[config.mk]
export PLATFORM = sky130hd
export DESIGN_NAME = div_ratio_ctrl
export DESIGN_NICKNAME = d
export VERILOG_FILES = /design/src/rtl/div_ctrl_pkg.sv /design/src/rtl/div_period_counter.sv /design/src/rtl/div_ratio_ctrl.sv
export SDC_FILE = /design/constraint.sdc
export NUM_CORES = 1
export LEC_CHECK = 0
export ABC_AREA = 1
export CAP_MARGIN = 20
export CORE_UTILIZATION = 45
export CTS_CLUSTER_DIAMETER = 50
export DETAILED_ROUTE_END_ITERATION = 10
export GPL_ROUTABILITY_DRIVEN = 0
export PLACE_DENSITY = 0.69
export SLEW_MARGIN = 10
export SYNTH_ARGS = -nofsm -noshare
export SYNTH_HDL_FRONTEND = slang
export SYNTH_HIERARCHICAL = 1
export SYNTH_SLANG_ARGS = --single-unit
export TNS_END_PERCENT = 50
[constraint.sdc]
create_clock -name clk_in -period 2.45 [get_ports clk_in]
set_input_delay 0.3675 -clock clk_in [delete_from_list [all_inputs] [get_ports clk_in]]
set_output_delay 0.3675 -clock clk_in [all_outputs]
set_load 0.02 [all_outputs]
[src/rtl/div_ctrl_pkg.sv]
// Shared types and defaults for the programmable clock-divide controller.
package div_ctrl_pkg;

   typedef enum logic [1:0] {
      IDLE = 2'd0,
      RUN  = 2'd1,
      PEND = 2'd2
   } state_t;

   localparam int CNT_W_DEF = 4;
   localparam int DEF_RATIO = 3;

endpackage

[src/rtl/div_period_counter.sv]
// Period counter: counts 0..ratio-1 while running and flags the last cycle.
module div_period_counter #(
   parameter int CNT_W = 4
) (
   input  logic             clk_in,
   input  logic             reset,
   input  logic             clr,
   input  logic             run,
   input  logic [CNT_W-1:0] ratio,
   output logic [CNT_W-1:0] count,
   output logic             wrap
);

   logic [CNT_W-1:0] count_q;
   logic [CNT_W-1:0] count_d;

   // wrap is a pure decode of the count; the caller qualifies it with its run state.
   assign wrap  = (count_q == (ratio - CNT_W'(1)));
   assign count = count_q;

   always_comb begin
      count_d = count_q;
      if (clr) begin
         count_d = '0;
      end else if (run) begin
         count_d = wrap ? '0 : count_q + CNT_W'(1);
      end
   end

   // NOTE: sequential state uses non-blocking assignments so every flop samples pre-edge values.
   always_ff @(posedge clk_in or posedge reset) begin
      if (reset) begin
         count_q <= '0;
      end else begin
         count_q <= count_d;
      end
   end

endmodule

[src/rtl/div_ratio_ctrl.sv]
// Clock-divide controller: FSM, ratio shadow register and tick/div_out decode
// around a period counter; ratio changes and stops take effect only at a wrap.
module div_ratio_ctrl
   import div_ctrl_pkg::*;
#(
   parameter int CNT_W     = CNT_W_DEF,
   parameter int DEF_RATIO = div_ctrl_pkg::DEF_RATIO
) (
   input  logic             clk_in,
   input  logic             reset,
   input  logic             en,
   input  logic             cfg_valid,
   input  logic [CNT_W-1:0] cfg_ratio,
   output logic             cfg_ready,
   output logic             cfg_err,
   output logic             tick,
   output logic             div_out,
   output logic             busy,
   output logic [CNT_W-1:0] ratio_cur
);

   state_t           state_q, state_d;
   logic [CNT_W-1:0] ratio_q, ratio_d;
   logic [CNT_W-1:0] shadow_q, shadow_d;
   logic             cfg_err_q, cfg_err_d;

   logic             cnt_clr;
   logic             cnt_run;
   logic [CNT_W-1:0] count;
   logic             wrap;
   logic             transfer;
   logic             load_ok;
   logic [CNT_W:0]   half;

   div_period_counter #(.CNT_W(CNT_W)) u_cnt (
      .clk_in (clk_in),
      .reset  (reset),
      .clr    (cnt_clr),
      .run    (cnt_run),
      .ratio  (ratio_q),
      .count  (count),
      .wrap   (wrap)
   );

   assign cnt_run  = (state_q != IDLE);
   assign transfer = cfg_valid && cfg_ready;
   assign load_ok  = transfer && (cfg_ratio != '0);

   // NOTE: every always_comb output gets a default first so no latch is inferred.
   always_comb begin
      state_d   = state_q;
      ratio_d   = ratio_q;
      shadow_d  = shadow_q;
      cfg_err_d = transfer && (cfg_ratio == '0);
      cnt_clr   = 1'b0;
      unique case (state_q)
         IDLE: begin
            cnt_clr = 1'b1;
            if (load_ok) ratio_d = cfg_ratio;
            if (en)      state_d = RUN;
         end
         RUN: begin
            // A ratio arriving on the final wrap is the boundary itself, so it loads directly.
            if (wrap && !en) begin
               state_d = IDLE;
               if (load_ok) ratio_d = cfg_ratio;
            end else if (load_ok) begin
               shadow_d = cfg_ratio;
               state_d  = PEND;
            end
         end
         PEND: begin
            if (wrap) begin
               ratio_d = shadow_q;
               state_d = en ? RUN : IDLE;
            end
         end
         default: state_d = IDLE;
      endcase
   end

   // NOTE: the shadow register is reset too, so a pending ratio never survives reset.
   always_ff @(posedge clk_in or posedge reset) begin
      if (reset) begin
         state_q   <= IDLE;
         ratio_q   <= CNT_W'(DEF_RATIO);
         shadow_q  <= '0;
         cfg_err_q <= 1'b0;
      end else begin
         state_q   <= state_d;
         ratio_q   <= ratio_d;
         shadow_q  <= shadow_d;
         cfg_err_q <= cfg_err_d;
      end
   end

   // High phase lasts ceil(ratio/2) cycles; widened so ratio+1 cannot overflow.
   assign half = ({1'b0, ratio_q} + (CNT_W+1)'(1)) >> 1;

   assign busy      = (state_q != IDLE);
   assign cfg_ready = (state_q != PEND);
   assign cfg_err   = cfg_err_q;
   assign tick      = busy && wrap;
   assign div_out   = busy && ({1'b0, count} < half);
   assign ratio_cur = ratio_q;

endmodule

==> flow_metrics.py, run 1 <==
metrics = {
    "synth": {
        "synth.avg_cell_area_um2": 7.21,
        "yosysSeqAreaShare_pct": 36.9,
        "yosysWarningCount": 6,
        "synth_edf_count": 0,
        "yosysTopAreaCell": "dfrtp_1",
        "ys_types": 21,
        "synthesis.area_um2": 1020,
        "synth_cells": 142,
        "ys_ff_latch": 15,
        "yosysTopAreaCellShare_pct": 31.8,
        "ys_async_sr_fraction_pct": 100,
        "synth_area_leaders": "dfrtp_1 32%, nand2_1 14%, ha_1 7.3%",
        "synthFlopType": "dfrtp_1",
        "syn_nets": 156,
    },
    "power": {
        "p_sw_w": 0.000794,
        "peakVddDrop_v": 0.000737,
        "combPwrFrac_pct": 63.5,
        "pwr-share-clk_pct": 8.7,
        "seqPwrFrac_pct": 27.8,
        "swShare_pct": 48.0,
        "p_leak_nw": 0.671,
        "total_power_w": 0.00165,
        "internal_power_w": 0.000860,
        "p_per_area_nw_per_um2": 1300,
    },
    "clock_network": {
        "clk_latency_ps": 280,
        "cts_hold_repair.buffers": 0,
        "cts_tree": "done",
        "clk_path_buf_depth": 2,
        "cts_root_buf": "clkbuf_4",
        "numCtsBuffers": 3,
        "htreeDepth": 1,
        "cts.sinks": 15,
        "path_clk_slew_ps": 100,
    },
    "setup_path": {
        "crit_buf_inv": 4,
        "critPathTopFamily": "flip-flops",
        "critical_path_class": "reg -> out",
        "crit_required_ps": 2080,
        "critPathLaunchType": "flop",
        "crit_top_cell": "inv_1",
        "arrival_ps": 1930,
        "cp-end-kind": "output port",
        "path_cells": "inv_1 -> ha_1 -> xnor2_1 -> nor2_2 -> nand3_2 -> inv_1 -> inv_1 -> nor2_1 -> buf_4",
        "cp_max_fo": 4,
        "slowest_delay_ps": 570,
        "cp_slowest_cell": "dfstp_2",
    },
    "global_routing": {
        "grt_pass1_vias": 871,
        "grt_usage_pct": 19.8,
        "antenna_found_initial": 0,
        "gr-total-overflow": 0,
        "grt_max_degree": 14,
        "grt_pass1_wl_mm": 3.75,
    },
    "sta": {
        "finalCriticalPeriod_ps": 2300,
        "slew_headroom_pct": 69.1,
        "drv_slew": 0,
        "hold_viol_final": 0,
        "fmax_ghz": 0.436,
        "timing.setup.tns_ps": 0,
        "rsz0062_at_grt": "no",
        "skew_ps": 6.00,
        "fin_crit_sh_pct": 93.7,
        "setup_viol": 0,
        "worst_pin_slew_ps": 461,
        "whs_ps": 286,
        "setup_ws_ps": 155,
    },
    "floorplanning": {
        "core_area_um2": 2040,
        "die-area_um2": 2470,
        "num_rows": 16,
        "ios": 17,
        "initial_core_util_pct": 50.1,
        "die_w_um": 49.7,
        "die_y_um": 49.7,
    },
    "route": {
        "antenna_left": 0,
        "viasPerCell": 4.94,
        "wirelength_mm": 2.08,
        "wl_per_cell_um": 10.8,
        "drc": 0,
        "drt-initial-drc-count": 20,
        "vias": 954,
        "first_pass_iters": 4,
    },
    "placement": {
        "placed_area_um2": 1240,
        "place_ws_ps": -33.1,
        "numPortBuffers": 16,
        "dp_hpwl_mm": 1.64,
    },
    "final_layout": {
        "final.fill_count": 197,
        "drive_gt1_share_pct": 17.5,
        "design_area_um2": 1280,
        "final_cell_mix": "39 x nand2_1, 19 x inv_1, 14 x nand3_1, 14 x clkdlybuf4s50_1, 13 x dfrtp_1",
        "final_common_cell": "nand2_1",
        "layout.nets": 181,
        "multi_input_area_um2": 562,
        "num_antenna_cells": 0,
        "regArea_um2": 378,
        "area_delta_synth_final_pct": 24.7,
    },
    "min_path": {
        "min_path_type": "in -> async",
    },
    "run_status": {
        "status": "finished clean",
    },
    "flow_run": {
        "max_cap_violations": 0,
    },
}
==> path summary, 6_finish.rpt <==
path	from	endpoint	slack (ps)	depth (start not counted)
setup / recovery	ratio_cur[0]	tick	150	9
hold / removal	reset	u_cnt/count[0]	290	2
setup reg to reg	ratio_cur[0]	ratio_cur[3]	350	13
hold reg to reg	shadow_q[1]	shadow_q[1]	520	2
max in group asynchronous	reset	ratio_cur[1]	1720	2
min in group clk_in	shadow_q[1]	shadow_q[1]	520	2
==> cell families after synthesis <==
logic type / Yosys count / synth area share (%)
AO/OA/AOI/OAI: 14 / 7.21
XOR/XNOR: 6 / 5.14
adder cells (fa/ha/maj): 6 / 7.33
buffers and inverters: 23 / 8.80
flip-flops: 15 / 36.9
AND/OR/NAND/NOR: 78 / 34.6
==> area by class of cell <==
type	instances	share of cell area, %
flip-flops and latches	15	29.6
well taps	27	2.65
inverters	22	6.47
clock inverters	1	0.392
repair buffers	21	15.1
clock buffers	3	1.76
multi-input cells	104	44.0
==> layer usage <==
layer,up-vias,global-route usage [%],routed length [um]
li1,492,-,-
met1,439,25.1,993
met2,21,34.5,1010
met3,2,1.85,57
met4,0,7.14,14
met5,-,0,0
==> flip-flops by register name, summed over array words and instances, names as in the netlist <==
register and count:
ratio_cur 4, state_q 2, cfg_err 1, shadow_q 4, u_cnt/count 4
==> Yosys cell counts (2+ instances only) <==
| library cell | instances |
|---|---|
| nor2_2 | 5 |
| dfrtp_1 | 13 |
| o21ai_1 | 4 |
| xor2_1 | 3 |
| nand2_1 | 39 |
| nor2_1 | 13 |
| o21ai_0 | 3 |
| nand3_2 | 2 |
| dfstp_2 | 2 |
| inv_2 | 2 |
| nand3_1 | 14 |
| inv_1 | 19 |
| ha_1 | 6 |
| xnor2_1 | 3 |
| nand2_2 | 3 |
| a21oi_1 | 6 |
==> metrics by stage <==
stage / cells / utilization [%]
3_5_place_dp: 188 / 60.7
5_1_grt: 193 / 62.5
4_1_cts: 192 / 61.9
6_report: 193 / 62.5
2_1_floorplan: 142 / -
3_3_place_gp: 188 / 60.7
==> power by group through the flow <==
stage | Clock, W | Sequential (W) | Combinational (W)
after floorplan | 0 | 0.000492 | 0.000680
after global placement | 0 | 0.000459 | 0.00102
after detailed placement | 0 | 0.000467 | 0.00104
after CTS | 0.000149 | 0.000462 | 0.00104
after global routing | 0.000163 | 0.000476 | 0.00119
final | 0.000143 | 0.000460 | 0.00105
==> repair_timing <==
| action | CTS | global route |
|---|---|---|
| setup endpoints to repair | 2 | 2 |
| buffers inserted | 0 | 1 |
| resized for setup | 7 | 5 |
| pin swaps | 0 | 1 |
(Power assumes the default switching activity.)
==> inputs of run 2 (changes only) <==
Settings changed: CORE_MARGIN set to 5.
==> flow_metrics.py, run 2 (synthesis results as in run 1) <==
metrics = {
    "run_status": {
        "status": "finished clean",
    },
    "route": {
        "routed.top_layer": "met4",
        "first_pass_iters": 4,
        "routed-wl-met2_um": 956,
        "antenna_left": 0,
        "met1_length_um": 940,
        "routed-wl-met3_um": 77,
        "wirelength_mm": 2.02,
        "drt-initial-drc-count": 19,
        "viasPerCell": 4.76,
        "wl_per_cell_um": 10.5,
        "vias": 919,
        "drc": 0,
    },
    "global_routing": {
        "grt_usage_pct": 13.7,
        "grt_max_degree": 14,
        "gr-total-overflow": 0,
        "grt_pass1_wl_mm": 3.57,
        "antenna_found_initial": 0,
        "grt_pass1_vias": 852,
    },
    "setup_path": {
        "arrival_ps": 1970,
        "critPathTopFamily": "flip-flops",
        "cp_slowest_cell": "dfstp_2",
        "cp-end-kind": "output port",
        "path_cells": "inv_1 -> ha_1 -> xnor2_1 -> nor2_2 -> nand3_2 -> inv_2 -> inv_1 -> nor2_1 -> buf_4",
        "critPathLaunchType": "flop",
        "critical_path_class": "reg -> out",
        "cp_max_fo": 5,
        "r2r_start": "ratio_cur[0]",
        "crit_required_ps": 2080,
        "crit_buf_inv": 4,
        "crit_top_cell": "inv_1",
        "regToRegEndpoint": "ratio_cur[2]",
        "r2r_cells": 14,
        "slowest_delay_ps": 570,
        "r2r_setup_slack_ps": 190,
    },
    "power": {
        "p_sw_w": 0.000786,
        "combPwrFrac_pct": 62.7,
        "seqPwrFrac_pct": 28.4,
        "pwr-share-clk_pct": 8.9,
        "p_leak_nw": 0.660,
        "peakVddDrop_v": 0.000663,
        "total_power_w": 0.00163,
        "swShare_pct": 48.2,
        "internal_power_w": 0.000844,
        "p_per_area_nw_per_um2": 1290,
    },
    "clock_network": {
        "numCtsBuffers": 3,
        "clk_path_buf_depth": 2,
        "path_clk_slew_ps": 100,
        "cts_hold_repair.buffers": 0,
        "cts_root_buf": "clkbuf_4",
        "post_cts_buffers": 0,
        "htreeDepth": 1,
        "cts.sinks": 15,
        "cts_tree": "done",
        "clk_latency_ps": 290,
    },
    "sta": {
        "fmax_ghz": 0.427,
        "finalCriticalPeriod_ps": 2340,
        "skew_ps": 2.89,
        "slew_headroom_pct": 72.2,
        "worst_pin_slew_ps": 416,
        "fin_crit_sh_pct": 95.5,
        "setup_viol": 0,
        "rsz0062_at_grt": "yes",
        "drv_slew": 0,
        "hold_viol_final": 0,
    },
    "placement": {
        "dp_hpwl_mm": 1.67,
        "placed_area_um2": 1240,
        "numPortBuffers": 16,
        "numPlacedInstances": 189,
    },
    "flow_run": {
        "max_cap_violations": 0,
    },
    "floorplanning": {
        "num_rows": 17,
        "die_w_um": 57.7,
        "die_y_um": 57.7,
        "initial_core_util_pct": 46.7,
        "die-area_um2": 3330,
        "core_area_um2": 2190,
        "ios": 17,
    },
    "final_layout": {
        "instances_no_fill": 193,
        "area_delta_synth_final_pct": 23.5,
        "final_common_cell": "nand2_1",
        "num_antenna_cells": 0,
        "design_area_um2": 1260,
        "layout.nets": 180,
        "drive_gt1_share_pct": 17.0,
        "final_cell_mix": "39 x nand2_1, 18 x inv_1, 14 x nand3_1, 14 x clkdlybuf4s50_1",
    },
    "min_path": {
        "min_path_type": "in -> async",
    },
}
==> run 2: worst max-delay path by stage <==
stage / start / slack, ps / endpoint / depth (start not counted)
final: ratio_cur[0] / 110 / tick / 9
after CTS: ratio_cur[1] / 20 / div_out / 9
after detailed placement: ratio_cur[0] / -60 / tick / 9
after floorplan: ratio_cur[0] / 310 / tick / 8
after global routing: ratio_cur[0] / -3 / tick / 9
after global placement: ratio_cur[0] / -2 / tick / 9
==> run 2: metrics by stage <==
step / setup slack (ps) / TNS, ps / hold WS [ps] / util (%)
3_5_place_dp: -61.8 / -61.8 / 485 / 56.7
3_3_place_gp: -2.37 / -2.37 / 486 / 56.7
6_report: 110 / 0 / 288 / 57.7
5_1_grt: -3.30 / -3.30 / 302 / 57.7
4_1_cts: 23.4 / 0 / 287 / 57.7
2_1_floorplan: 306 / 0 / 134 / -
==> run 2: layout make-up <==
cell class                 count  area (um^2)
clock buffer                   3         22.5
clock inverter                 1         5.00
fill                         213          927
inverter                      22         82.6
multi-input combinational    104          558
sequential                    15          378
tap                           28         35.0
timing repair buffer          20          183
==> run 2: per-layer routing <==
metal / vias to the layer above / track usage (%)
li1: 496 / -
met1: 396 / 16.4
met2: 21 / 23.7
met3: 6 / 2.67
met4: 0 / 5.96
met5: - / 0
==> run 2: worst register-to-register path: cells and delay by family (launching register included) <==
kind / cells / cell delay [ps]
and+or+nand+nor: 8 / 840
xor gates and xnor gates: 1 / 140
adders and majority gates: 1 / 300
buffers and inverters: 4 / 320
DFF: 1 / 570
==> run 2: power by group through the flow <==
stage	Sequential, W	Combinational (W)	Clock [W]
after floorplan	0.000492	0.000680	0
after global placement	0.000462	0.00102	0
after detailed placement	0.000467	0.00105	0
after CTS	0.000462	0.00104	0.000148
after global routing	0.000478	0.00115	0.000159
final	0.000462	0.00102	0.000145
==> run 2: repair_timing <==
action	in CTS	in global routing
endpoints found under the setup margin	2	2
resized for setup	7	4
pin swaps	0	1
==> inputs of run 3 (changes only) <==
Settings changed: CTS_CLUSTER_DIAMETER 50 to unset.
==> results of run 3 <==
Final layout, timing and power as in run 2 (identical DEF).
